File: src/rtl/uart_ins_loader_if.sv
// Instruction-memory write port plus loader status, driven by uart_ins_loader
// (master) and consumed by the memory / board logic (slave).
interface uart_ins_loader_if #(
  parameter int ADDR_W = 6
);
  logic              wr_en;
  logic [ADDR_W-1:0] wr_addr;
  logic [31:0]       wr_data;
  logic              cpu_hold;
  logic              done;
  logic              err;
  logic [1:0]        err_code;

  modport master (output wr_en, wr_addr, wr_data, cpu_hold, done, err, err_code);
  modport slave  (input  wr_en, wr_addr, wr_data, cpu_hold, done, err, err_code);
endinterface

File: src/rtl/uart_ins_loader.sv
// Serial program loader: 8N1 UART receiver feeding a length/words/checksum
// protocol that writes 32-bit words into instruction memory.
module uart_ins_loader #(
  parameter int CLKS_PER_BIT = 868,
  parameter int ADDR_W       = 6
) (
  input  logic              clk,
  input  logic              rst,
  input  logic              rx,
  uart_ins_loader_if.master bus
);
  localparam int               CNT_W     = $clog2(CLKS_PER_BIT);
  localparam logic [CNT_W-1:0] HALF_LAST = CNT_W'(CLKS_PER_BIT / 2 - 1);
  localparam logic [CNT_W-1:0] BIT_LAST  = CNT_W'(CLKS_PER_BIT - 1);
  localparam int               MAX_WORDS = 1 << ADDR_W;

  // Synchronizer; rx_prev_q gives the falling-edge detector its history.
  logic rx_meta_q, rx_sync_q, rx_prev_q;

  always_ff @(posedge clk) begin
    if (rst) begin
      rx_meta_q <= 1'b1;
      rx_sync_q <= 1'b1;
      rx_prev_q <= 1'b1;
    end else begin
      rx_meta_q <= rx;
      rx_sync_q <= rx_meta_q;
      rx_prev_q <= rx_sync_q;
    end
  end

  typedef enum logic [1:0] {RX_IDLE, RX_START, RX_DATA, RX_STOP} rx_state_t;

  rx_state_t        rx_state_q;
  logic [CNT_W-1:0] clk_cnt_q;
  logic [2:0]       bit_idx_q;
  logic [7:0]       shift_q;
  logic             start_ok_q, byte_valid_q, frame_err_q;

  always_ff @(posedge clk) begin
    if (rst) begin
      rx_state_q   <= RX_IDLE;
      clk_cnt_q    <= '0;
      bit_idx_q    <= '0;
      shift_q      <= '0;
      start_ok_q   <= 1'b0;
      byte_valid_q <= 1'b0;
      frame_err_q  <= 1'b0;
    end else begin
      start_ok_q   <= 1'b0;
      byte_valid_q <= 1'b0;
      frame_err_q  <= 1'b0;
      case (rx_state_q)
        RX_IDLE: begin
          if (rx_prev_q && !rx_sync_q) begin
            rx_state_q <= RX_START;
            clk_cnt_q  <= '0;
          end
        end
        RX_START: begin
          if (clk_cnt_q == HALF_LAST) begin
            clk_cnt_q <= '0;
            // A start bit that is high again at mid-bit was only a glitch.
            if (rx_sync_q) begin
              rx_state_q <= RX_IDLE;
            end else begin
              rx_state_q <= RX_DATA;
              bit_idx_q  <= '0;
              start_ok_q <= 1'b1;
            end
          end else begin
            clk_cnt_q <= clk_cnt_q + 1'b1;
          end
        end
        RX_DATA: begin
          if (clk_cnt_q == BIT_LAST) begin
            clk_cnt_q <= '0;
            shift_q   <= {rx_sync_q, shift_q[7:1]};
            bit_idx_q <= bit_idx_q + 3'd1;
            if (bit_idx_q == 3'd7) rx_state_q <= RX_STOP;
          end else begin
            clk_cnt_q <= clk_cnt_q + 1'b1;
          end
        end
        RX_STOP: begin
          if (clk_cnt_q == BIT_LAST) begin
            clk_cnt_q  <= '0;
            rx_state_q <= RX_IDLE;
            if (rx_sync_q) byte_valid_q <= 1'b1;
            else           frame_err_q  <= 1'b1;
          end else begin
            clk_cnt_q <= clk_cnt_q + 1'b1;
          end
        end
        default: rx_state_q <= RX_IDLE;
      endcase
    end
  end

  typedef enum logic [2:0] {L_IDLE, L_LEN, L_DATA, L_CSUM, L_DONE, L_ERR} ld_state_t;

  ld_state_t         ld_state_q;
  logic [ADDR_W:0]   n_q, word_cnt_q;
  logic [1:0]        byte_idx_q;
  logic [23:0]       word_q;
  logic [7:0]        csum_q, csum_d;
  logic              wr_en_q, cpu_hold_q, done_q, err_q;
  logic [ADDR_W-1:0] wr_addr_q;
  logic [31:0]       wr_data_q;
  logic [1:0]        err_code_q;
  logic              len_ok, receiving;

  assign csum_d    = csum_q + shift_q;
  assign len_ok    = (shift_q != 8'd0) && (int'(shift_q) <= MAX_WORDS);
  assign receiving = (ld_state_q == L_LEN) || (ld_state_q == L_DATA) || (ld_state_q == L_CSUM);

  always_ff @(posedge clk) begin
    if (rst) begin
      ld_state_q <= L_IDLE;
      n_q        <= '0;
      word_cnt_q <= '0;
      byte_idx_q <= '0;
      word_q     <= '0;
      csum_q     <= '0;
      wr_en_q    <= 1'b0;
      wr_addr_q  <= '0;
      wr_data_q  <= '0;
      cpu_hold_q <= 1'b0;
      done_q     <= 1'b0;
      err_q      <= 1'b0;
      err_code_q <= 2'b00;
    end else begin
      wr_en_q <= 1'b0;
      if (frame_err_q && receiving) begin
        ld_state_q <= L_ERR;
        cpu_hold_q <= 1'b0;
        err_q      <= 1'b1;
        err_code_q <= 2'b01;
      end else begin
        case (ld_state_q)
          L_IDLE, L_DONE, L_ERR: begin
            if (start_ok_q) begin
              ld_state_q <= L_LEN;
              cpu_hold_q <= 1'b1;
              done_q     <= 1'b0;
              err_q      <= 1'b0;
              err_code_q <= 2'b00;
            end
          end
          L_LEN: begin
            if (byte_valid_q) begin
              if (len_ok) begin
                ld_state_q <= L_DATA;
                n_q        <= (ADDR_W + 1)'(shift_q);
                word_cnt_q <= '0;
                byte_idx_q <= '0;
                csum_q     <= '0;
              end else begin
                ld_state_q <= L_ERR;
                cpu_hold_q <= 1'b0;
                err_q      <= 1'b1;
                err_code_q <= 2'b10;
              end
            end
          end
          L_DATA: begin
            if (byte_valid_q) begin
              csum_q     <= csum_d;
              byte_idx_q <= byte_idx_q + 2'd1;
              // Little-endian: earlier bytes sit in the low lanes of word_q.
              if (byte_idx_q == 2'd3) begin
                wr_en_q    <= 1'b1;
                wr_addr_q  <= word_cnt_q[ADDR_W-1:0];
                wr_data_q  <= {shift_q, word_q};
                word_cnt_q <= word_cnt_q + 1'b1;
                if (word_cnt_q == n_q - 1'b1) ld_state_q <= L_CSUM;
              end else begin
                word_q <= {shift_q, word_q[23:8]};
              end
            end
          end
          L_CSUM: begin
            if (byte_valid_q) begin
              cpu_hold_q <= 1'b0;
              if (shift_q == csum_q) begin
                ld_state_q <= L_DONE;
                done_q     <= 1'b1;
              end else begin
                ld_state_q <= L_ERR;
                err_q      <= 1'b1;
                err_code_q <= 2'b11;
              end
            end
          end
          default: ld_state_q <= L_IDLE;
        endcase
      end
    end
  end

  assign bus.wr_en    = wr_en_q;
  assign bus.wr_addr  = wr_addr_q;
  assign bus.wr_data  = wr_data_q;
  assign bus.cpu_hold = cpu_hold_q;
  assign bus.done     = done_q;
  assign bus.err      = err_q;
  assign bus.err_code = err_code_q;

endmodule
File: src/flat_wrapper.sv
// flat-port wrapper written by rule: the top's interface ports become plain ports
module uart_ins_loader_flat 
#(
  parameter int CLKS_PER_BIT = 868,
  parameter int ADDR_W       = 6
)
  (clk, rst, rx, bus_wr_en, bus_wr_addr, bus_wr_data, bus_cpu_hold, bus_done, bus_err, bus_err_code);
  uart_ins_loader_if #(.ADDR_W(ADDR_W)) bus_i ();
  input  logic clk;
  input  logic rst;
  input  logic rx;
  output wire logic [$bits(bus_i.wr_en)-1:0] bus_wr_en;
  output wire logic [$bits(bus_i.wr_addr)-1:0] bus_wr_addr;
  output wire logic [$bits(bus_i.wr_data)-1:0] bus_wr_data;
  output wire logic [$bits(bus_i.cpu_hold)-1:0] bus_cpu_hold;
  output wire logic [$bits(bus_i.done)-1:0] bus_done;
  output wire logic [$bits(bus_i.err)-1:0] bus_err;
  output wire logic [$bits(bus_i.err_code)-1:0] bus_err_code;
  assign bus_wr_en = bus_i.wr_en;
  assign bus_wr_addr = bus_i.wr_addr;
  assign bus_wr_data = bus_i.wr_data;
  assign bus_cpu_hold = bus_i.cpu_hold;
  assign bus_done = bus_i.done;
  assign bus_err = bus_i.err;
  assign bus_err_code = bus_i.err_code;
  uart_ins_loader #(.CLKS_PER_BIT(CLKS_PER_BIT), .ADDR_W(ADDR_W)) u_core (.clk(clk), .rst(rst), .rx(rx), .bus(bus_i));
endmodule
File: config.mk
export PLATFORM = sky130hd
export DESIGN_NAME = uart_ins_loader_flat
export DESIGN_NICKNAME = d
export VERILOG_FILES = /design/src/rtl/uart_ins_loader_if.sv /design/src/rtl/uart_ins_loader.sv /design/src/flat_wrapper.sv
export SDC_FILE = /design/constraint.sdc
export NUM_CORES = 1
export LEC_CHECK = 0
export CORE_UTILIZATION = 40
export DETAILED_ROUTE_END_ITERATION = 6
export PLACE_DENSITY = 0.67
export SYNTH_ARGS = -nofsm -noshare
export SYNTH_HDL_FRONTEND = slang
export SYNTH_SLANG_ARGS = --single-unit
File: constraint.sdc
create_clock -name clk -period 2.6 [get_ports clk]
set_input_delay 0.26 -clock clk [delete_from_list [all_inputs] [get_ports clk]]
set_output_delay 0.26 -clock clk [all_outputs]
set_load 0.01 [all_outputs]
Yosys cells after proc, flatten, opt, wreduce, memory -nomap -nowiden
Cells that the tools add are included.
{"block": "classes", "add_sub_neg": 6, "magnitude_cmp": 1, "eq_ne": 38, "muxes": 63, "n_bitwise": 8, "reduce_logical": 34}
{"op": "2-to-1 mux 3 bit", "count": 11}
{"op": "2-to-1 mux 10 bit", "count": 3}
{"op": "case mux 10 bit (3 select lines)", "count": 1}
{"op": "AND reduction 6 bit", "count": 5}
{"op": "2-to-1 mux 2 bit", "count": 14}
{"op": "2-to-1 mux 7 bit", "count": 4}
{"op": "2-to-1 mux 8 bit", "count": 3}
{"op": "!= test 2 x 1 -> 1 bit, second input constant", "count": 10}
{"op": "AND reduction 5 bit", "count": 4}
{"op": "2-to-1 mux 1 bit", "count": 17}
{"op": "case mux 8 bit (2 select lines)", "count": 1}
{"op": "AND reduction 4 bit", "count": 4}
{"op": "case mux 7 bit (2 select lines)", "count": 1}
{"op": "!= test 2 bit, second input constant", "count": 6}
{"op": "!= test 3 bit, second input constant", "count": 4}
{"op": "case mux 3 bit (4 select lines)", "count": 1}
{"op": "adder 10 x 1 -> 10 bit, second input constant", "count": 1}
{"op": "equality test 10 bit, second input constant", "count": 1}
{"op": "equality test 10 x 9 -> 1 bit, second input constant", "count": 1}
{"op": "equality test 3 bit, second input constant", "count": 3}
{"op": "!= test 3 x 2 -> 1 bit, second input constant", "count": 3}
{"op": "OR reduction 3 bit", "count": 3}
{"op": "adder 8 bit", "count": 1}
{"op": "equality test 8 bit", "count": 1}
{"op": "other kinds (30)", "count": 47}
{"block": "totals", "register_bits": 124, "out_inout_bits": 44, "elab_cells": 175}

Depth between registers and ports, before layout
Gate-level depths: netlist (run 1).
{"block": "depth", "word_depth": 7, "depth_mapped": 9}

Worst setup path before layout (run 1)
OpenSTA, ideal clock, no wires.
{"block": "synth_path", "path_type": "register -> register", "from": "reg u_core.shift_q[4]", "to": "reg u_core.word_cnt_q[2]", "arrival_time_ns": 1.933, "t_required_ns": 2.479, "slack_ns": 0.546, "stages_incl_launch_ff": 8, "n_path_buf": 1, "period_less_slack_ns": 2.054, "path_cell_list": "dfxtp_1 -> nor4_1 -> a21boi_1 -> or4_1 -> buf_6 -> nand2_8 -> nor2_1 -> mux2_2"}
{"block": "synth_between", "elab_chain_len": 4, "word_cells_on_any_way": 5, "cone_classes": "order compare (1); eq/ne (1); reduce/logical (3)"}
{"element": "start, declared", "line": "uart_ins_loader.sv:37", "text": "logic [7:0] shift_q;"}
{"element": "start signal, assigned", "line": "uart_ins_loader.sv:78", "text": "shift_q <= {rx_sync_q, shift_q[7:1]};"}
{"element": "less-or-equal comparator 8 x 7 -> 1 bit / nonzero test 8 bit (equally long branches)", "line": "uart_ins_loader.sv:114", "text": "assign len_ok = (shift_q != 8'd0) && (int'(shift_q) <= MAX_WORDS);"}
{"element": "logical AND 1 bit *", "line": "uart_ins_loader.sv:114"}
{"element": "!= test 2 x 1 -> 1 bit (no source line) *"}
{"element": "AND reduction 6 bit (no source line) *"}
{"element": "end signal, assigned", "line": "uart_ins_loader.sv:175", "text": "word_cnt_q <= word_cnt_q + 1'b1;"}
{"element": "end, declared", "line": "uart_ins_loader.sv:103", "text": "logic [ADDR_W:0] n_q, word_cnt_q;"}
Every way passes the cells marked *; elsewhere a longest branch is shown, timed or not.
A chain may end at the register's enable or synchronous reset.

Final worst setup path (run 1)
{"block": "layout_path", "from": "reg u_core.clk_cnt_q[1]", "to": "reg u_core.clk_cnt_q[9]"}
{"block": "layout_between", "elab_chain_len": 3, "word_cells_on_any_way": 6, "cone_classes": "add/sub (1); eq/ne (2); mux (3)"}
{"element": "start, declared", "line": "uart_ins_loader.sv:35", "text": "logic [CNT_W-1:0] clk_cnt_q;"}
{"element": "start signal, assigned", "line": "uart_ins_loader.sv:72", "text": "clk_cnt_q <= clk_cnt_q + 1'b1;"}
{"element": "start signal, assigned", "line": "uart_ins_loader.sv:82", "text": "clk_cnt_q <= clk_cnt_q + 1'b1;"}
{"element": "start signal, assigned", "line": "uart_ins_loader.sv:92", "text": "clk_cnt_q <= clk_cnt_q + 1'b1;"}
{"element": "adder 10 x 1 -> 10 bit (tied with other cells)", "line": "uart_ins_loader.sv:72, uart_ins_loader.sv:82, uart_ins_loader.sv:92"}
{"element": "2-to-1 mux 10 bit, on equally long branches", "line": "uart_ins_loader.sv:76, uart_ins_loader.sv:86, uart_ins_loader.sv:61"}
{"element": "case mux 10 bit (3 select lines) *", "line": "uart_ins_loader.sv:53", "text": "case (rx_state_q)"}
Marks and branches as above.

==> metrics.csv, run 1 <==
metric,value,unit
Worst Tran Pin Value,1.11,ns
setup bufs post-CTS,0,
clock root buffer,clkbuf_16,
via/cell ratio,5.41,
Synth area leaders,"dfxtp_1 (45%), nand2_1 (11%), a21oi_1 (8.3%)",
die width,119,um
"most common cell after layout, fill and taps aside",nand2_1,
post-route cell area,0.00670,sq mm
unrepaired setup endpoints after global routing,false,
yosys warns,0,
global routing usage on met1,23.3,%
element type at the critical path end,flip-flop,
post-layout util,50.4,%
clock-pin slew on the worst setup and hold paths,0.05,ns
sequential share of the synthesized area,45.2,%
setup ws final,0.206,ns
share of layout cells above drive strength 1,8.22,%
run status,finished clean,
number of synthesized flops with an enable pin,0,
num rows,42,
Clock Skew,0.00848,ns
TritonCTS Buffers,17,
post-synthesis cell type count,57,
hold path start,rst,
crit path kind,reg -> reg,
Worst EP required,2.92,ns
Final Hold Vio Count,0,
syn_area_per_cell,8.08,sq um
Switching Fraction,21.1,%
synthesized flop and latch total,124,
Total GRT Usage,19.2,%
Hold Path Stages,2,
# hold bufs at CTS,0,
largest net degree at the start of global routing,62,
DP Area,0.00610,sq mm
CTS tree,yes,
gpl congestion,0.842,
"Clk Latency, worst-skew pair",0.42,ns
"Area growth, synth to finish",22.1,%
# resized after CTS,0,
met3 Use GR,4.12,%
fmax,418,MHz
antenna violations before repair,0,
max-slew violations,0,
Clk network pwr share,53.9,%
WL per Instance,14.4,um
via count,4897,
Die Span Y,119,um
top cell type's share of synthesized area,45.2,%
critical-path cell list,"inv_1, ha_1, nor4bb_1, nand3_1, o21ai_0, o21ai_1, a41oi_1, a311oi_1",
internal power,3.51,mW
NetSw,0.935,mW
Arrival @ worst endpoint,2.72,ns
dpl cells,874,
flop-to-flop setup slack,0.21,ns
"area leader, netlist",dfxtp_1,
"Max FO, Critical Path",18,
number of DRC markers in iteration 0,358,
final period utilization,92.1,%
worst-case vdd ir drop,0.417,mV
worst r2r src,u_core.clk_cnt_q[1],
GRT Max-Usage Layer,met2,
vias in the first global route,4666,
worst min path class,in -> reg,
first-pass GRT wire length,21.8,mm
Ant. Diodes,0,
ANT nets after route,0,
most frequent cells in the layout,"nand2_1 (168), dfxtp_1 (124), a21oi_1 (91), nor2_1 (45), clkdlybuf4s50_1 (45)",
drt first pass iters,5,
H-tree depth,4,
Mapped Cells,680,
PortBufs,46,
Mapped Area,0.00549,sq mm
CP bufs+invs,1,
FF-to-FF End,u_core.clk_cnt_q[9],
met2 Use GR,31.3,%
hold endpoint,u_core.clk_cnt_q[1],
Residual DRC,0,
clock sinks,124,
Most used DFF post-synth,dfxtp_1,
setup TNS,0,ns
Layout Cells excl Fill,906,
Static Leak,2.37,nW
die area,0.0142,sq mm
Seq pwr share,43.2,%
Comb pwr share,2.9,%
Worst setup SP type,flip-flop,
pwr dens,662,mW/mm^2
CTS max path bufs,2,
Period minus WS final,2.39,ns
grt total ovfl,0,
"delay-heaviest family, CP",compound AO/OA/AOI/OAI gates,
# IOs,47,
Max-Cap Viols,0,
total power,4.44,mW
Initial Utilization,41.3,%
DP Worst Slack,0.241,ns
Layout Nets,735,
syn nets,698,
post-DP HPWL,8.67,mm
final count of negative-setup-slack endpoints,0,
worst reg-to-reg path cell count,8,
worst relative slew slack,25.5,%
floorplan core area,0.0133,sq mm
Worst path slowest cell,o21ai_1,
Crit path largest cell delay,0.86,ns
worst hold margin,0.309,ns
drt total wl,13.0,mm
fraction of registers with async set/reset,0,%
-- routing by layer --
layer,wire (um),vias to the layer above
li1,-,2414
met1,5760,2323
met2,6360,124
met3,531,36
met4,376,0
met5,0,-
-- synth_stat cells (5+ instances only) --
library cell  number
nor3_1            11
a21oi_1           91
dfxtp_1          124
a311oi_1           9
xor2_1             9
o21ai_0           16
mux2i_1           15
nand2_1          168
a211oi_1           5
nor2_1            45
ha_1              14
buf_2              5
clkbuf_1          35
or2_2              6
inv_1             14
nand2b_1          11
nand3_1           16
nand4_1            7
nor4_1             6
a41oi_1            5
and3_1             6
xnor2_1           10
-- cell families (layout without fill, tap and decap cells) --
family	Yosys count	count (layout)	share of synthesized area, %
AOI/OAI and AO/OA	148	148	16.2
xor gates and xnor gates	19	19	3.03
adders and majority gates	15	15	3.55
buffers and inverters	59	109	4.42
DFF	124	124	45.2
muxes	16	16	2.94
and+or+nand+nor	299	299	24.7
-- registers in the layout, indices dropped and copies added (netlist names), 2 cells and up, named ones only --
register	count
u_core.clk_cnt_q	10
u_core.csum_q	8
u_core.byte_idx_q	2
u_core.bus.err_code	2
u_core.shift_q	8
u_core.bus.wr_data	32
u_core.word_q	24
u_core.n_q	7
u_core.bit_idx_q	3
u_core.bus.wr_addr	6
u_core.word_cnt_q	7
u_core.ld_state_q	3
-- power by group through the flow --
stage / Clock [mW] / Combinational [mW] / Sequential, mW
6_report: 2.39 / 0.128 / 1.92
3_5_place_dp: 0 / 0.127 / 1.96
5_1_grt: 2.52 / 0.141 / 1.92
2_1_floorplan: 0 / 0.0865 / 1.96
4_1_cts: 2.43 / 0.127 / 1.92
3_3_place_gp: 0 / 0.124 / 1.96
-- worst register-to-register path, cell delays in order (launching register included) --
cell      delay [ns]
dfxtp_1         0.37
inv_1           0.08
ha_1            0.17
nor4bb_1        0.13
nand3_1         0.09
o21ai_0         0.07
o21ai_1         0.86
a41oi_1         0.24
a311oi_1        0.29
-- worst max path at each step --
stage	depth (start not counted)	slack (ns)	from	endpoint
detailed placement	8	0.24	u_core.clk_cnt_q[1]	u_core.clk_cnt_q[9]
finish	8	0.21	u_core.clk_cnt_q[1]	u_core.clk_cnt_q[9]
global placement	8	0.37	u_core.clk_cnt_q[1]	u_core.clk_cnt_q[9]
global route	7	0.01	u_core.clk_cnt_q[0]	u_core.shift_q[0]
floorplan	7	0.55	u_core.shift_q[4]	u_core.word_cnt_q[2]
CTS	8	0.23	u_core.clk_cnt_q[1]	u_core.clk_cnt_q[9]
-- final cells by class --
class                      count  area (sq um)
fill                        1267          6590
multi-input combinational    497          2770
sequential                   124          2480
timing repair buffer          61           571
clock buffer                  21           460
tap                          176           220
clock inverter                11           143
inverter                      16          60.1
No activity file was read; power rests on OpenSTA's default activity.
==> run 2, diff against run 1 <==
Settings changed: PLACE_DENSITY 0.67 to 0.69.
Clock period 2.6 ns to 1.93 ns, I/O delays scaled along.
==> run 2 against run 1 <==
The flow now finishes with violations (setup timing). Design area up 9.2%. Global-route usage up 1.2 points. Sequential power up 34%. Die area unchanged. First-iteration DRC count down 8.7%. Highest routed layer unchanged.
==> metrics.csv, run 2 (synthesis gave the netlist of run 1 again) <==
metric,value,unit,change
"Area growth, synth to finish",33.3,%,was 22.1%
Final Hold Vio Count,0,,unchanged
most frequent cells in the layout,"nand2_1 (168), dfxtp_1 (113), a21oi_1 (89), buf_4 (59)",,"was nand2_1 (168), dfxtp_1 (124), a21oi_1 (91), nor2_1 (45), clkdlybuf4s50_1 (45)"
number of DRC markers in iteration 0,327,,was 358
clock-pin slew on the worst setup and hold paths,0.05,ns,about the same
"Clk Latency, worst-skew pair",0.42,ns,about the same
PortBufs,46,,unchanged
final period utilization,110,%,was 92.1%
gpl congestion,0.892,,was 0.842
Die Span Y,119,um,unchanged
element type at the critical path end,flip-flop,,unchanged
worst relative slew slack,51.7,%,was 25.5%
"most common cell after layout, fill and taps aside",nand2_1,,unchanged
worst r2r src,u_core.shift_q[0],,was u_core.clk_cnt_q[1]
run status,finished with violations,,was finished clean
"Max FO, Critical Path",6,,was 18
ANT nets after route,0,,unchanged
via count,5091,,was 4897
Worst Tran Pin Value,0.716,ns,was 1.11 ns
fmax,469,MHz,was 418 MHz
share of layout cells above drive strength 1,19.0,%,was 8.22%
post-DP HPWL,9.16,mm,was 8.67 mm
max-slew violations,0,,unchanged
Worst EP required,2.23,ns,was 2.92 ns
Static Leak,2.65,nW,was 2.37 nW
worst-case vdd ir drop,0.653,mV,was 0.417 mV
CTS tree,yes,,unchanged
WL per Instance,14.5,um,was 14.4 um
violated checks,setup timing,,
max reg flops,32,,unchanged
grt total ovfl,0,,unchanged
FF-to-FF End,u_core.csum_q[6],,was u_core.clk_cnt_q[9]
clock root buffer,clkbuf_16,,unchanged
worst reg-to-reg path cell count,8,,unchanged
Hold Path Stages,3,,was 2
TritonCTS Buffers,17,,unchanged
drt total wl,13.9,mm,was 13.0 mm
setup TNS,-2.55,ns,was 0 ns
clock sinks,124,,unchanged
Max-Cap Viols,0,,unchanged
pwr dens,783,mW/mm^2,was 662 mW/mm^2
Layout Nets,790,,was 735
floorplan core area,0.0133,sq mm,unchanged
Clock Skew,0.0124,ns,was 0.00848 ns
hold path start,rst,,unchanged
worst hold margin,0.188,ns,was 0.309 ns
DP Area,0.00649,sq mm,was 0.00610 sq mm
largest net degree at the start of global routing,110,,was 62
Residual DRC,0,,unchanged
worst min path class,in -> reg,,unchanged
post-route cell area,0.00732,sq mm,was 0.00670 sq mm
die area,0.0142,sq mm,unchanged
hold endpoint,u_core.rx_prev_q,,was u_core.clk_cnt_q[1]
setup ws final,-0.201,ns,was 0.206 ns
Total GRT Usage,20.4,%,was 19.2%
drt first pass iters,5,,unchanged
flop-to-flop setup slack,-0.20,ns,was 0.21 ns
Arrival @ worst endpoint,2.43,ns,was 2.72 ns
vias in the first global route,4909,,was 4666
die width,119,um,unchanged
Initial Utilization,41.3,%,unchanged
total power,5.73,mW,was 4.44 mW
Worst setup SP type,flip-flop,,unchanged
# IOs,47,,unchanged
first-pass GRT wire length,23.3,mm,was 21.8 mm
Period minus WS final,2.13,ns,was 2.39 ns
via/cell ratio,5.30,,was 5.41
num rows,42,,unchanged
unrepaired setup endpoints after global routing,true,,was false
H-tree depth,4,,unchanged
antenna violations before repair,0,,unchanged
final count of negative-setup-slack endpoints,23,,was 0
CTS max path bufs,2,,unchanged
crit path kind,reg -> reg,,unchanged
Ant. Diodes,0,,unchanged
## run 2: changes by cell type in the layout (fill, tap and decap cells not counted), sizes merged
cell | before | now
buf | 16 | 69
clkinvlp | 2 | 7
bufinv | 3 | 1
clkinv | 8 | 6
clkbuf | 21 | 22
## run 2: critical path, stage by stage, from the launching register on
cell	delay, ns
dfxtp_2	0.32
or4_4	0.57
o31ai_4	0.20
nand4_1	0.14
a211oi_2	0.22
buf_4	0.17
buf_8	0.13
nor2_4	0.03
a22o_1	0.24
## run 2: final cells by class
cell class	instances	area [sq um]
fill	1202	5970
multi-input combinational	497	2940
sequential	124	2500
timing repair buffer	115	1050
clock buffer	21	450
tap	176	220
clock inverter	11	96.3
inverter	16	63.8
timing repair inverter	1	5.00
## run 2: report_power, final
group / switching (mW) / total (mW) / internal (mW) / leakage [nW]
logic: 0.120 / 0.202 / 0.0823 / 1.39
clock network: 1.15 / 2.94 / 1.79 / 0.255
registers: 0.0130 / 2.58 / 2.57 / 1.01
## run 2: what timing repair did
| item | CTS | global route |
|---|---|---|
| pin swaps | 6 | 3 |
| cloned | 1 | 1 |
| gates resized for setup | 23 | 25 |
| buffers inserted | 8 | 1 |
| endpoints found under the setup margin | 40 | 73 |
| hold buffers | 0 | 0 |
## run 2: stage by stage
| stage | utilization, % | setup WS (ns) | std cells |
|---|---|---|---|
| floorplan | - | -0.0631 | 680 |
| global placement | 48.8 | -0.149 | 917 |
| detailed placement | 48.8 | -0.219 | 917 |
| CTS | 54.2 | -0.165 | 958 |
| global route | 55.1 | -0.260 | 961 |
| finish | 55.1 | -0.201 | 961 |
## run 2: worst max-delay path by stage
stage,slack (ns),to,startpoint
3_5_place_dp,-0.22,u_core.word_cnt_q[1],u_core.shift_q[0]
4_1_cts,-0.17,u_core.csum_q[6],u_core.shift_q[0]
5_1_grt,-0.26,u_core.csum_q[3],u_core.shift_q[0]
2_1_floorplan,-0.06,u_core.csum_q[6],u_core.shift_q[0]
6_report,-0.20,u_core.csum_q[6],u_core.shift_q[0]
3_3_place_gp,-0.15,u_core.bus.err_code[0],u_core.shift_q[5]
## run 2: layer usage
metal  GRT usage, %  share of wire, %  up-vias
met4           7.28               1.3        0
li1               -                 -     2526
met2           34.1                50       94
met1           25.3                44     2456
met5              0                 0        -
met3           5.22               4.2       15
==> run 3, diff against run 2 <==
Settings changed: GPL_ROUTABILITY_DRIVEN from default to 0, PLACE_DENSITY 0.69 to 0.67.
Clock period 1.93 ns to 2.2 ns, I/O delays scaled along.
==> run 3 against run 2 <==
The run now ends clean. Critical path depth down 1. Final cell count fell by 4.0%. Count of clock-buffer cells in the layout down 2. Clock skew shrank 0.0057 ns. Hold slack better by 0.12 ns. Clock power shrank 4%. First-iteration DRC count decreased by 23%. Setup slack better by 0.23 ns. Die area is the same. Sequential power fell by 12%. Global-route usage decreased by 1.2 points. Wire length is 7.3% lower. Largest cell class unchanged.
==> metrics.csv, run 3 (synthesis gave the netlist of run 1 again) <==
metric,value,unit,change
final period utilization,98.5,%,was 110%
pwr dens,762,mW/mm^2,was 783 mW/mm^2
dpl cells,889,,was 917
# IOs,47,,unchanged
Switching Fraction,21.4,%,was 22.4%
worst min path class,in -> reg,,unchanged
hold endpoint,u_core.rx_prev_q,,unchanged
via/cell ratio,5.28,,was 5.30
Period minus WS final,2.17,ns,was 2.13 ns
DP Worst Slack,0.0428,ns,was -0.219 ns
Crit path largest cell delay,0.56,ns,was 0.57 ns
clock sinks,124,,unchanged
ANT nets after route,0,,unchanged
element type at the critical path end,flip-flop,,unchanged
via count,4878,,was 5091
Layout Nets,752,,was 790
fmax,461,MHz,was 469 MHz
"Max FO, Critical Path",5,,was 6
post-layout util,51.9,%,was 55.1%
FF-to-FF End,u_core.word_cnt_q[2],,was u_core.csum_q[6]
worst hold margin,0.309,ns,was 0.188 ns
final count of negative-setup-slack endpoints,0,,was 23
floorplan core area,0.0133,sq mm,unchanged
Hold Path Stages,3,,unchanged
crit path kind,reg -> reg,,unchanged
first-pass GRT wire length,22.0,mm,was 23.3 mm
Final Hold Vio Count,0,,unchanged
Worst setup SP type,flip-flop,,unchanged
drt total wl,12.9,mm,was 13.9 mm
PortBufs,46,,unchanged
grt total ovfl,0,,unchanged
Worst Tran Pin Value,1.24,ns,was 0.716 ns
worst relative slew slack,16.6,%,was 51.7%
internal power,4.13,mW,was 4.45 mW
Residual DRC,0,,unchanged
unrepaired setup endpoints after global routing,true,,unchanged
"Clk Latency, worst-skew pair",0.41,ns,was 0.42 ns
setup TNS,0,ns,was -2.55 ns
Multi-input gate area,0.00280,sq mm,was 0.00294 sq mm
worst r2r src,u_core.shift_q[5],,was u_core.shift_q[0]
post-DP HPWL,8.65,mm,was 9.16 mm
Ant. Diodes,0,,unchanged
Worst path slowest cell,or4_4,,unchanged
number of DRC markers in iteration 0,251,,was 327
Layout Cells excl Fill,923,,was 961
share of layout cells above drive strength 1,11.8,%,was 19.0%
WL per Instance,14.0,um,was 14.5 um
Comb pwr share,3.1,%,was 3.5%
vias in the first global route,4736,,was 4909
Seq pwr share,43.1,%,was 45.1%
DP Area,0.00624,sq mm,was 0.00649 sq mm
max reg flops,32,,unchanged
total power,5.26,mW,was 5.73 mW
antenna violations before repair,0,,unchanged
clock-pin slew on the worst setup and hold paths,0.06,ns,was 0.05 ns
flop-to-flop setup slack,0.03,ns,was -0.20 ns
most frequent cells in the layout,"nand2_1 (168), dfxtp_1 (121), a21oi_1 (90), nor2_1 (45), clkdlybuf4s50_1 (45)",,"was nand2_1 (168), dfxtp_1 (113), a21oi_1 (89), buf_4 (59)"
Arrival @ worst endpoint,2.47,ns,was 2.43 ns
post-route cell area,0.00690,sq mm,was 0.00732 sq mm
NetSw,1.13,mW,was 1.28 mW
Max-Cap Viols,0,,unchanged
register area,0.00249,sq mm,was 0.00250 sq mm
worst reg-to-reg path cell count,7,,was 8
H-tree depth,4,,unchanged
largest net degree at the start of global routing,110,,unchanged
max-slew violations,0,,unchanged
Total GRT Usage,19.2,%,was 20.4%
Clock Skew,0.00663,ns,was 0.0124 ns
Initial Utilization,41.3,%,unchanged
drt first pass iters,5,,unchanged
CTS max path bufs,2,,unchanged
TritonCTS Buffers,17,,unchanged
Static Leak,2.46,nW,was 2.65 nW
Worst EP required,2.50,ns,was 2.23 ns
hold path start,rst,,unchanged
run status,finished clean,,was finished with violations
"Area growth, synth to finish",25.6,%,was 33.3%
die area,0.0142,sq mm,unchanged
"most common cell after layout, fill and taps aside",nand2_1,,unchanged
Die Span Y,119,um,unchanged
clock root buffer,clkbuf_16,,unchanged
setup ws final,0.0320,ns,was -0.201 ns
Clk network pwr share,53.9,%,was 51.4%
num rows,42,,unchanged
critical-path cell list,"or4_4, o31ai_4, nand4_1, a211oi_2, buf_4, nand3b_1, mux2_2",,"was or4_4, o31ai_4, nand4_1, a211oi_2, buf_4, buf_8, nor2_4, a22o_1"
CTS tree,yes,,unchanged
# hold bufs at CTS,0,,unchanged
die width,119,um,unchanged
worst-case vdd ir drop,0.677,mV,was 0.653 mV
number of fillers in the final layout,1199,,was 1202
## run 3: layer usage
| layer | vias up | global-route usage (%) | wire length [um] | part of all wire, % |
|---|---|---|---|---|
| li1 | 2447 | - | - | - |
| met1 | 2321 | 23.4 | 5880 | 46 |
| met2 | 92 | 32.3 | 6410 | 50 |
| met3 | 18 | 4.74 | 415 | 3.2 |
| met4 | 0 | 7.99 | 199 | 1.5 |
| met5 | - | 0 | 0 | 0 |
## run 3: critical path, delay by kind of cell, from the launching register on
family | cells | cell delay (ns)
flops | 1 | 0.35
simple gates | 3 | 0.77
buf+inv | 1 | 0.18
compound gates | 2 | 0.48
mux | 1 | 0.27
## run 3: worst max path at each step
stage / start / end / slack, ns / cells after the start
finish: u_core.shift_q[5] / u_core.word_cnt_q[2] / 0.03 / 7
global route: u_core.shift_q[4] / u_core.word_cnt_q[2] / -0.06 / 7
CTS: u_core.clk_cnt_q[1] / u_core.shift_q[3] / 0.008 / 7
detailed placement: u_core.clk_cnt_q[1] / u_core.bit_idx_q[0] / 0.04 / 6
global placement: u_core.shift_q[5] / u_core.word_cnt_q[2] / 0.06 / 7
floorplan: u_core.shift_q[4] / u_core.word_cnt_q[2] / 0.15 / 7
## run 3: final cells by class
class                      count  area share, %
clock buffer                  19           6.42
clock inverter                13           2.36
inverter                      16          0.925
multi-input combinational    497           40.5
sequential                   124           36.0
tap                          176           3.19
timing repair buffer          78           10.5
## run 3: what timing repair did
action / CTS / global route
buffers inserted: 0 / 2
gates resized for setup: 0 / 13
setup endpoints to repair: 0 / 31
## run 3: power by group through the flow
stage | Sequential, mW | Clock, mW | Combinational [mW]
3_5_place_dp | 2.31 | 0 | 0.161
3_3_place_gp | 2.31 | 0 | 0.156
2_1_floorplan | 2.32 | 0 | 0.102
6_report | 2.27 | 2.83 | 0.161
5_1_grt | 2.27 | 2.99 | 0.176
4_1_cts | 2.27 | 2.89 | 0.161
